## config.mk

```make
export PLATFORM = sky130hd
export DESIGN_NAME = key_extractor
export DESIGN_NICKNAME = d
export VERILOG_FILES = /design/src/rtl/key_extractor_pkg.sv /design/src/rtl/key_extractor_field_align.sv /design/src/rtl/key_extractor.sv
export SDC_FILE = /design/constraint.sdc
export NUM_CORES = 1
export LEC_CHECK = 0
export BUFFER_PORTS_ARGS = -buffer_cell sky130_fd_sc_hd__buf_2
export CORE_MARGIN = 3
export CORE_UTILIZATION = 30
export CTS_CLUSTER_DIAMETER = 60
export DETAILED_ROUTE_END_ITERATION = 8
export SYNTH_ARGS = -nofsm -noshare
export SYNTH_HDL_FRONTEND = slang
export SYNTH_SLANG_ARGS = --single-unit
```

## constraint.sdc

```tcl
create_clock -name clk -period 6.1 [get_ports clk]
set_clock_uncertainty 0.05 [all_clocks]
set_input_delay 0 -clock clk [delete_from_list [all_inputs] [get_ports clk]]
set_output_delay 0 -clock clk [all_outputs]
set_load 0.005 [all_outputs]
```

## src/rtl/key_extractor_pkg.sv

```systemverilog
// Shared constants for the key extractor: header-absent marker, field width
// codes and the width-legality helper used by both extractor and aligner.
package key_extractor_pkg;

  localparam logic [31:0] NO_HEADER = 32'hFFFF_FFFF;

  localparam logic [3:0] W_BYTE = 4'd1;
  localparam logic [3:0] W_HALF = 4'd2;
  localparam logic [3:0] W_WORD = 4'd4;

  function automatic logic width_legal(input logic [3:0] w);
    return (w == W_BYTE) || (w == W_HALF) || (w == W_WORD);
  endfunction

endpackage

```

## src/rtl/key_extractor_field_align.sv

```systemverilog
// Zero-extends the low 1, 2 or 4 bytes of a memory word according to a
// width code; any other code yields zero. Shared with the deparser.
module key_extractor_field_align
  import key_extractor_pkg::*;
#(
  parameter int DATA_W = 32
) (
  input  logic [3:0]        width_i,
  input  logic [DATA_W-1:0] data_i,
  output logic [DATA_W-1:0] data_o
);

  // Width-code driven zero-extension.
  always_comb begin
    data_o = '0;
    case (width_i)
      W_BYTE:  data_o = DATA_W'(data_i[7:0]);
      W_HALF:  data_o = DATA_W'(data_i[15:0]);
      W_WORD:  data_o = DATA_W'(data_i[31:0]);
      default: data_o = '0;
    endcase
  end

endmodule

```

## src/rtl/key_extractor.sv

```systemverilog
// Match-key extractor: on parser ready, latches header bases and walks the
// slot table, issuing one memory read per cycle and assembling the key.
module key_extractor
  import key_extractor_pkg::*;
#(
  parameter int NUM_HEADERS = 2,
  parameter int NUM_FIELDS  = 4,
  parameter int DATA_W      = 32,
  parameter int ADDR_W      = 32
) (
  input  logic                                  clk,
  input  logic                                  rst,
  input  logic                                  ready_i,
  input  logic [NUM_HEADERS-1:0][DATA_W-1:0]    parsed_hdrs_i,
  output logic                                  mem_ce_o,
  output logic                                  mem_we_o,
  output logic [ADDR_W-1:0]                     mem_addr_o,
  output logic [3:0]                            mem_width_o,
  output logic [DATA_W-1:0]                     mem_data_o,
  input  logic [DATA_W-1:0]                     mem_data_i,
  output logic [DATA_W*NUM_FIELDS-1:0]          key_o,
  output logic [NUM_FIELDS-1:0]                 key_mask_o,
  output logic                                  key_valid_o,
  input  logic                                  key_ready_i,
  input  logic                                  mod_start_i,
  input  logic [DATA_W-1:0]                     mod_slot_i,
  input  logic [DATA_W-1:0]                     mod_hdr_id_i,
  input  logic [DATA_W-1:0]                     mod_offset_i,
  input  logic [3:0]                            mod_width_i
);

  localparam int IDX_W = (NUM_FIELDS > 1) ? $clog2(NUM_FIELDS) : 1;

  typedef enum logic [1:0] {
    IDLE     = 2'd0,
    FETCH    = 2'd1,
    DONE     = 2'd2,
    WAIT_LOW = 2'd3
  } state_e;

  typedef struct packed {
    logic [DATA_W-1:0] hdr_id;
    logic [DATA_W-1:0] offset;
    logic [3:0]        width;
  } slot_cfg_t;

  state_e                               state_q, state_d;
  slot_cfg_t [NUM_FIELDS-1:0]           cfg_q, cfg_d;
  logic [NUM_HEADERS-1:0][DATA_W-1:0]   bases_q, bases_d;
  logic [IDX_W-1:0]                     idx_q, idx_d;
  logic                                 mem_ce_q, mem_ce_d;
  logic [ADDR_W-1:0]                    mem_addr_q, mem_addr_d;
  logic [3:0]                           mem_width_q, mem_width_d;
  logic [NUM_FIELDS-1:0][DATA_W-1:0]    key_q, key_d;
  logic [NUM_FIELDS-1:0]                key_mask_q, key_mask_d;
  logic                                 key_valid_q, key_valid_d;

  logic [IDX_W-1:0]                     req_slot_s;
  logic [NUM_HEADERS-1:0][DATA_W-1:0]   req_bases_s;
  slot_cfg_t                            req_cfg_s;
  logic [DATA_W-1:0]                    req_base_s;
  logic                                 req_hdr_ok_s;
  logic                                 req_active_s;
  logic [ADDR_W-1:0]                    req_addr_s;
  logic [DATA_W-1:0]                    aligned_s;
  logic                                 last_s;

  // The slot-0 request is built from the live parser bases; later ones use the latched copy.
  always_comb begin
    req_slot_s   = (state_q == IDLE) ? '0 : idx_q + IDX_W'(1);
    req_bases_s  = (state_q == IDLE) ? parsed_hdrs_i : bases_q;
    req_cfg_s    = cfg_q[req_slot_s];
    req_base_s   = '0;
    req_hdr_ok_s = 1'b0;
    for (int h = 0; h < NUM_HEADERS; h++) begin
      req_hdr_ok_s = req_hdr_ok_s | (req_cfg_s.hdr_id == DATA_W'(h));
      req_base_s   = req_base_s | ((req_cfg_s.hdr_id == DATA_W'(h)) ? req_bases_s[h] : '0);
    end
    req_active_s = width_legal(req_cfg_s.width) && req_hdr_ok_s &&
                   (req_base_s != DATA_W'(NO_HEADER));
    req_addr_s   = req_active_s ? (ADDR_W'(req_base_s) + ADDR_W'(req_cfg_s.offset)) : '0;
    last_s       = (idx_q == IDX_W'(NUM_FIELDS - 1));
  end

  key_extractor_field_align #(
    .DATA_W (DATA_W)
  ) u_align (
    .width_i (mem_width_q),
    .data_i  (mem_data_i),
    .data_o  (aligned_s)
  );

  // State register and datapath flops.
  always_ff @(posedge clk or negedge rst) begin
    if (!rst) begin
      state_q     <= IDLE;
      cfg_q       <= '0;
      bases_q     <= '0;
      idx_q       <= '0;
      mem_ce_q    <= 1'b0;
      mem_addr_q  <= '0;
      mem_width_q <= 4'd0;
      key_q       <= '0;
      key_mask_q  <= '0;
      key_valid_q <= 1'b0;
    end else begin
      state_q     <= state_d;
      cfg_q       <= cfg_d;
      bases_q     <= bases_d;
      idx_q       <= idx_d;
      mem_ce_q    <= mem_ce_d;
      mem_addr_q  <= mem_addr_d;
      mem_width_q <= mem_width_d;
      key_q       <= key_d;
      key_mask_q  <= key_mask_d;
      key_valid_q <= key_valid_d;
    end
  end

  // Next-state logic; a table write in IDLE defers the start by one cycle.
  always_comb begin
    state_d = state_q;
    case (state_q)
      IDLE: begin
        if (mod_start_i) begin
          state_d = IDLE;
        end else if (ready_i) begin
          state_d = FETCH;
        end else begin
          state_d = IDLE;
        end
      end
      FETCH:    state_d = last_s ? DONE : FETCH;
      DONE:     state_d = key_ready_i ? WAIT_LOW : DONE;
      WAIT_LOW: state_d = ready_i ? WAIT_LOW : IDLE;
      default:  state_d = IDLE;
    endcase
  end

  // Datapath updates: table writes, request issue, key capture and handshake.
  always_comb begin
    cfg_d       = cfg_q;
    bases_d     = bases_q;
    idx_d       = idx_q;
    mem_ce_d    = mem_ce_q;
    mem_addr_d  = mem_addr_q;
    mem_width_d = mem_width_q;
    key_d       = key_q;
    key_mask_d  = key_mask_q;
    key_valid_d = key_valid_q;
    case (state_q)
      IDLE: begin
        if (mod_start_i) begin
          if (mod_slot_i < DATA_W'(NUM_FIELDS)) begin
            cfg_d[mod_slot_i[IDX_W-1:0]].hdr_id = mod_hdr_id_i;
            cfg_d[mod_slot_i[IDX_W-1:0]].offset = mod_offset_i;
            cfg_d[mod_slot_i[IDX_W-1:0]].width  = mod_width_i;
          end else begin
            cfg_d = cfg_q;
          end
        end else if (ready_i) begin
          bases_d     = parsed_hdrs_i;
          key_d       = '0;
          key_mask_d  = '0;
          idx_d       = '0;
          mem_ce_d    = req_active_s;
          mem_addr_d  = req_addr_s;
          mem_width_d = req_active_s ? req_cfg_s.width : 4'd0;
        end else begin
          idx_d = idx_q;
        end
      end
      FETCH: begin
        if (mem_ce_q) begin
          key_d[idx_q]      = aligned_s;
          key_mask_d[idx_q] = 1'b1;
        end else begin
          key_d[idx_q]      = '0;
        end
        if (!last_s) begin
          idx_d       = idx_q + IDX_W'(1);
          mem_ce_d    = req_active_s;
          mem_addr_d  = req_addr_s;
          mem_width_d = req_active_s ? req_cfg_s.width : 4'd0;
        end else begin
          mem_ce_d    = 1'b0;
          mem_addr_d  = '0;
          mem_width_d = 4'd0;
          key_valid_d = 1'b1;
        end
      end
      DONE: begin
        if (key_ready_i) begin
          key_valid_d = 1'b0;
        end else begin
          key_valid_d = 1'b1;
        end
      end
      WAIT_LOW: key_valid_d = 1'b0;
      default:  key_valid_d = 1'b0;
    endcase
  end

  assign mem_ce_o    = mem_ce_q;
  assign mem_we_o    = 1'b0;
  assign mem_addr_o  = mem_addr_q;
  assign mem_width_o = mem_width_q;
  assign mem_data_o  = '0;
  assign key_o       = key_q;
  assign key_mask_o  = key_mask_q;
  assign key_valid_o = key_valid_q;

endmodule

```

==> flow_summary_export.csv, run 1 <==
group,metric,value,unit
floorplanning,fp.coreArea,76300,um^2
clock_tree,clk_pin_slew,0.06,ns
sta,fin_ws,0.439,ns
drt,first_pass_iters,5,
clock_tree,clockBufferDepth,3,
floorplanning,die_h,284,um
drt,wl_per_cell,21.9,um
clock_tree,cts_tree,"done",
placed_design,pre_cts_ws,0.432,ns
global_routing,grt.overflow.total,0,
worst_setup_path,cp-startpoint,"idx_q[1]",
floorplanning,dieWidth,284,um
drt,ant_nets,0,
synth,netlist_instances,1782,
global_routing,grt_pass1_wl,114,mm
clock_tree,cts-resized-gates,0,
sta,worstMarginPinSlew,1.26,ns
synth,ys_types,66,
sta,slew_viol_final,0,
synth,ys_seq_area_frac,0.549,
sta,max_freq,177,MHz
worst_setup_path,cp.required,6.54,ns
clock_tree,clock_sinks,510,
clock_tree,cts_buffers,57,
clock_tree,cts_root_buffer,"clkbuf_16",
worst_setup_path,crit_fanout,26,
synth,ys_warn_count,0,
global_routing,grt_max_degree,174,
floorplanning,initial_core_util,0.305,
sta,rsz0062_at_grt,"false",
synth,asyncSetResetFlopFracSynth,1.00,
global_routing,antenna_found_initial,14,
clock_tree,htreeDepth,2,
worst_setup_path,crit_chain,"inv_1 > ha_1 > o21ai_4 > nand4_1 > o22ai_1 > nor3_1 > nor2_4 > and2_1 > ha_1 > fa_1 > nand3_1 > nand2_1 > a311oi_1 > a211oi_1 > a211o_1 > a21bo_2 > and3_1 > a311oi_1 > o21ai_2",
clock_tree,postCtsHoldBufs,170,
worst_setup_path,crit_slowest_cell,"nor3_1",
cells_and_area,area_growth,28.1,%
sta,min_period,5.66,ns
sta,hold_violations,0,
sta,setup_violations,0,
floorplanning,die_area,80900,um^2
cells_and_area,drive_gt1_frac,0.388,
min_path,min-delay-start,"parsed_hdrs_i[13]",
drt,drc_errors,0,
sta,layout_worst_path_cycle_share,0.928,
worst_setup_path,startpoint_type,"register",
synth,ys_dominant_reg_cell,"dfrtp_1",
pwr,powerDensity,430,nW/um^2
clock_tree,post-cts-setup-buffers,0,
drt,drt_wl_total,74.6,mm
clock_tree,clock_latency,0.61,ns
floorplanning,rows,101,
sta,slew_headroom,0.151,
worst_setup_path,path_class,"reg -> reg",
floorplanning,io_pins,404,
cells_and_area,layout.nets,2558,
worst_setup_path,arrival,6.10,ns
drt,num_vias,17100,
outcome,status,"completed",
synth,synth-edff-count,0,
placed_design,io_buffers,370,
synth,ys_ff_latch,510,
pwr,vdd_drop_max,0.285,mV
global_routing,grt_use_total,0.181,
placed_design,dp_hpwl,53.9,mm
cells_and_area,final_cell_mix,"510 x dfrtp_1, 369 x buf_2, 340 x mux2_2",
drt,vias_per_cell,5.01,
synth,syn_area_per_cell,13.0,um^2
pwr,power_leakage,0.0149,uW
drt,detail_route.iter0.violations,850,
synth,synth_area,23200,um^2
cells_and_area,final_common_cell,"dfrtp_1",
global_routing,grt_pass1_vias,18100,
placed_design,gp_congestion,0.940,
worst_setup_path,max_stage_delay,0.85,ns
worst_setup_path,endpoint_kind,"register",
worst_setup_path,r2r_start,"idx_q[1]",
min_path,hold_class,"in -> reg",
sta,fin_setup_tns,0,ns
job,cap_violations,0,
[kinds of logic (layout without fill, tap and decap cells)]
| family | Yosys count | after routing | synth area share |
|---|---|---|---|
| AOI/OAI and AO/OA | 361 | 361 | 0.114 |
| xor gates and xnor gates | 32 | 32 | 0.0121 |
| adders and majority gates | 38 | 38 | 0.0208 |
| buffers and inverters | 147 | 695 | 0.0321 |
| DFF | 510 | 510 | 0.549 |
| muxes | 412 | 412 | 0.210 |
| other | 1 | 43 | 0.000161 |
| and+or+nand+nor | 281 | 281 | 0.0617 |
[sequential cells by signal (all words and copies together) (netlist names)]
signal,count
bases_q,64
cfg_q,272
idx_q,2
key_mask_o,4
key_o,128
key_valid_o,1
mem_addr_o,32
mem_ce_o,1
mem_width_o,4
state_q,2
[final timing paths]
check | end | slack, ns | cells after the start
worst max-delay path | mem_addr_o[30] | 0.44 | 19
worst min-delay path | bases_q[13] | 0.13 | 3
worst max register to register | mem_addr_o[30] | 0.44 | 19
worst min register to register | mem_addr_o[8] | 0.42 | 2
max in group asynchronous | key_o[14] | 3.89 | 4
min in group asynchronous | mem_addr_o[10] | 0.48 | 3
[power by group]
| group | switching, uW | internal (uW) | total [uW] |
|---|---|---|---|
| Clock | 1400 | 1960 | 3360 |
| Sequential | 242 | 3730 | 3970 |
| Combinational | 3410 | 2080 | 5490 |
[worst max-delay path: cells and delay by family (launching register included)]
| kind | cells | cell delay (ns) |
|---|---|---|
| AO/OA/AOI/OAI | 8 | 1.93 |
| adder cells (fa/ha/maj) | 3 | 1.20 |
| buffers and inverters | 1 | 0.08 |
| flip-flops | 1 | 0.41 |
| AND/OR/NAND/NOR | 7 | 1.86 |
[layer usage]
layer / global-route usage / share of wire / vias up
met5: 0 / 0.00074 / -
met4: 0.0521 / 0.026 / 8
met3: 0.0434 / 0.068 / 114
met2: 0.300 / 0.48 / 546
met1: 0.236 / 0.43 / 8735
li1: - / - / 7652
[layout make-up]
cell class / instances / area, um^2
fill: 7258 / 46500
sequential: 510 / 12800
multi-input combinational: 1157 / 9960
timing repair buffer: 574 / 3840
clock buffer: 83 / 1660
tap: 1030 / 1290
clock inverter: 19 / 184
inverter: 19 / 71.3
antenna: 10 / 25.0
[through the flow]
stage | std cells | power (uW) | area (um^2) | hold WS, ns | utilization
final | 3402 | 12800 | 29800 | 0.134 | 0.390
after global routing | 3398 | 13500 | 29800 | 0.126 | 0.390
after CTS | 3392 | 12900 | 29800 | 0.0929 | 0.390
after detailed placement | 3120 | 9410 | 26200 | 0.0594 | 0.344
after global placement | 3120 | 9320 | 26200 | 0.0430 | 0.344
after floorplan | 1814 | 7490 | 23400 | -0.346 | -
[synth_stat cells, types with 15 or more instances]
cell | n | area (um^2)
nor2_1 | 48 | 180
inv_1 | 19 | 71.3
mux2_2 | 340 | 3830
o22ai_1 | 15 | 93.8
buf_1 | 32 | 120
dfrtp_1 | 510 | 12800
nand2_1 | 81 | 304
o21ai_2 | 29 | 254
a22oi_1 | 21 | 158
nand4_1 | 19 | 119
and2_1 | 31 | 194
ha_1 | 37 | 463
clkbuf_1 | 49 | 184
o21ai_0 | 49 | 245
a21oi_1 | 62 | 310
nor4_1 | 36 | 225
a22o_1 | 120 | 1050
mux4_2 | 27 | 608
nand3_1 | 16 | 80.1
xnor2_1 | 16 | 140
a21o_1 | 16 | 120
mux2i_1 | 45 | 450
xor2_1 | 16 | 140
buf_4 | 37 | 278
Note: power is estimated with default switching activity, not from simulation.
==> run 2: changes to the inputs <==
==> constraint.sdc (replaced) <==
create_clock -name clk -period 6.1 [get_ports clk]
set_clock_uncertainty 0.05 [all_clocks]
set_input_delay 1.22 -clock clk [delete_from_list [all_inputs] [get_ports clk]]
set_output_delay 1.22 -clock clk [all_outputs]
set_load 0.005 [all_outputs]
==> run 2 against run 1 <==
Non-clock buffer count shrank 169. Count of clock-buffer cells in the layout shrank 4. Via count shrank 3.1%. Largest cell class unchanged. Fmax shrank 0.66%. Total power grew 2.0%. Register-to-register slack lost 0.04 ns. Global-route usage shrank 0.72 points. Core utilization shrank 1.9 points. Clock power grew 10%. Critical path type unchanged. Sequential share of layout area grew 2.2 points. Design area shrank 4.8%.
==> flow_summary_export.csv, run 2 (synthesis gave the netlist of run 1 again) <==
group,metric,value,unit
sta,slew_headroom,0.159,
drt,drc_errors,0,
worst_setup_path,crit_slowest_cell,"dfrtp_1",
drt,vias_per_cell,5.10,
cells_and_area,area_growth,22.0,%
job,cap_violations,0,
global_routing,grt_max_degree,158,
worst_setup_path,startpoint_type,"register",
cells_and_area,layout.nets,2390,
worst_setup_path,reg2reg_setup_slack,0.40,ns
sta,worstMarginPinSlew,1.25,ns
sta,layout_worst_path_cycle_share,0.934,
floorplanning,initial_core_util,0.305,
floorplanning,io_pins,404,
worst_setup_path,path_class,"reg -> reg",
drt,first_pass_iters,5,
outcome,status,"completed",
floorplanning,fp.coreArea,76300,um^2
clock_tree,clock_latency,0.63,ns
drt,drt_wl_total,72.7,mm
placed_design,io_buffers,370,
drt,detail_route.iter0.violations,1106,
cells_and_area,top_register,"cfg_q",
worst_setup_path,cp.required,6.53,ns
pwr,powerDensity,461,nW/um^2
global_routing,grt_use_total,0.174,
sta,fin_setup_tns,0,ns
floorplanning,rows,101,
placed_design,post_dp_cell_area,26300,um^2
clock_tree,cts_tree,"done",
clock_tree,htreeDepth,2,
clock_tree,cts_buffers,58,
clock_tree,cts_root_buffer,"clkbuf_16",
cells_and_area,fin_util,0.372,
sta,hold_violations,0,
sta,max_freq,175,MHz
floorplanning,die_h,284,um
sta,rsz0062_at_grt,"false",
worst_setup_path,crit_chain,"inv_1 > ha_1 > o21ai_4 > o22ai_1 > a21oi_4 > buf_4 > mux4_2 > and2_1 > ha_1 > nand3_1 > nand2_1 > a311oi_1 > a211oi_1 > a211o_1 > a21bo_2 > and3_1 > a311oi_1 > o21ai_2",
worst_setup_path,endpoint_kind,"register",
worst_setup_path,max_stage_delay,0.56,ns
drt,wl_per_cell,22.5,um
clock_tree,clock_sinks,510,
cells_and_area,drive_gt1_frac,0.423,
floorplanning,dieWidth,284,um
placed_design,dp_hpwl,53.7,mm
sta,min_period,5.70,ns
sta,slew_viol_final,0,
sta,setup_violations,0,
min_path,hold_class,"reg -> reg",
global_routing,grt_pass1_wl,109,mm
pwr,power_leakage,0.0143,uW
drt,ant_nets,0,
clock_tree,clockBufferDepth,3,
placed_design,gp_congestion,0.955,
floorplanning,die_area,80900,um^2
cells_and_area,design_area,28400,um^2
pwr,vdd_drop_max,0.399,mV
global_routing,grt_pass1_vias,17000,
worst_setup_path,crit_fanout,21,
drt,num_vias,16500,
cells_and_area,largest_reg_flops,272,
global_routing,antenna_found_initial,22,
global_routing,grt.overflow.total,0,
cells_and_area,final_common_cell,"dfrtp_1",
worst_setup_path,crit_buf_inv,2,
clock_tree,clk_pin_slew,0.06,ns
worst_setup_path,crit_family,"compound AO/OA/AOI/OAI gates",
worst_setup_path,arrival,6.13,ns
cells_and_area,final_cell_mix,"510 x dfrtp_1, 369 x buf_2, 340 x mux2_2",
-- run 2: cell types whose count changed in the layout (fill, tap and decap cells not counted), moves of 3 or more --
| cell | change |
|---|---|
| bufinv_16 | +5 |
| inv_6 | +3 |
| dlygate4sd3_1 | -170 |
| clkbuf_1 | -6 |
| diode_2 | -3 |
-- run 2: through the flow --
stage | setup WS (ns) | instances | hold slack [ns] | power, uW
global route | 0.0189 | 3232 | 0.446 | 13800
floorplan | 0.746 | 1814 | 0.420 | 7490
CTS | 0.186 | 3231 | 0.432 | 13200
finish | 0.401 | 3238 | 0.422 | 13100
detailed placement | 0.222 | 3121 | 0.416 | 9410
global placement | 0.431 | 3121 | 0.407 | 9320
-- run 2: tightest hold or removal path, delay by kind of cell, from the launching register on --
family          cells  cell delay (ns)
simple gates        1             0.04
flops               1             0.34
compound gates      1             0.06
-- run 2: cell type report --
class | count | area, um^2
clock inverters | 31 | 424
flip-flops and latches | 510 | 12800
inverters | 19 | 71.3
well taps | 1030 | 1290
clock buffers | 79 | 1660
multi-input cells | 1157 | 9960
fillers | 7388 | 48000
diodes | 7 | 17.5
repair buffers | 405 | 2170
-- run 2: what timing repair did --
item	4_1_cts	5_1_grt
setup endpoints to repair	0	5
hold buffers	0	0
resized for setup	0	1
setup buffers	0	0
endpoints found under the hold margin	0	0
-- run 2: where the power goes --
group          internal (uW)  total (uW)  switching (uW)  leakage, uW
clock network           2230        3710            1480      0.00102
logic                   2010        5370            3370      0.00628
registers               3730        4000             270      0.00698
total                   7960       13100            5120       0.0143
-- run 2: path summary, 6_finish.rpt --
check,start,end,cells past startpoint
setup / recovery,idx_q[0],mem_addr_o[30],18
hold / removal,key_o[64],key_o[64],2
setup reg to reg,idx_q[0],mem_addr_o[30],18
hold reg to reg,key_o[64],key_o[64],2
max in group asynchronous,rst,key_o[70],2
min in group asynchronous,rst,bases_q[45],1
-- run 2: metal layers --
layer,vias up,routed length (um),global-route usage,part of all wire
met5,-,115,0,0.0016
met4,20,1720,0.0437,0.024
met3,115,5350,0.0458,0.074
met2,541,34600,0.286,0.48
met1,8523,31000,0.228,0.43
li1,7320,-,-,-
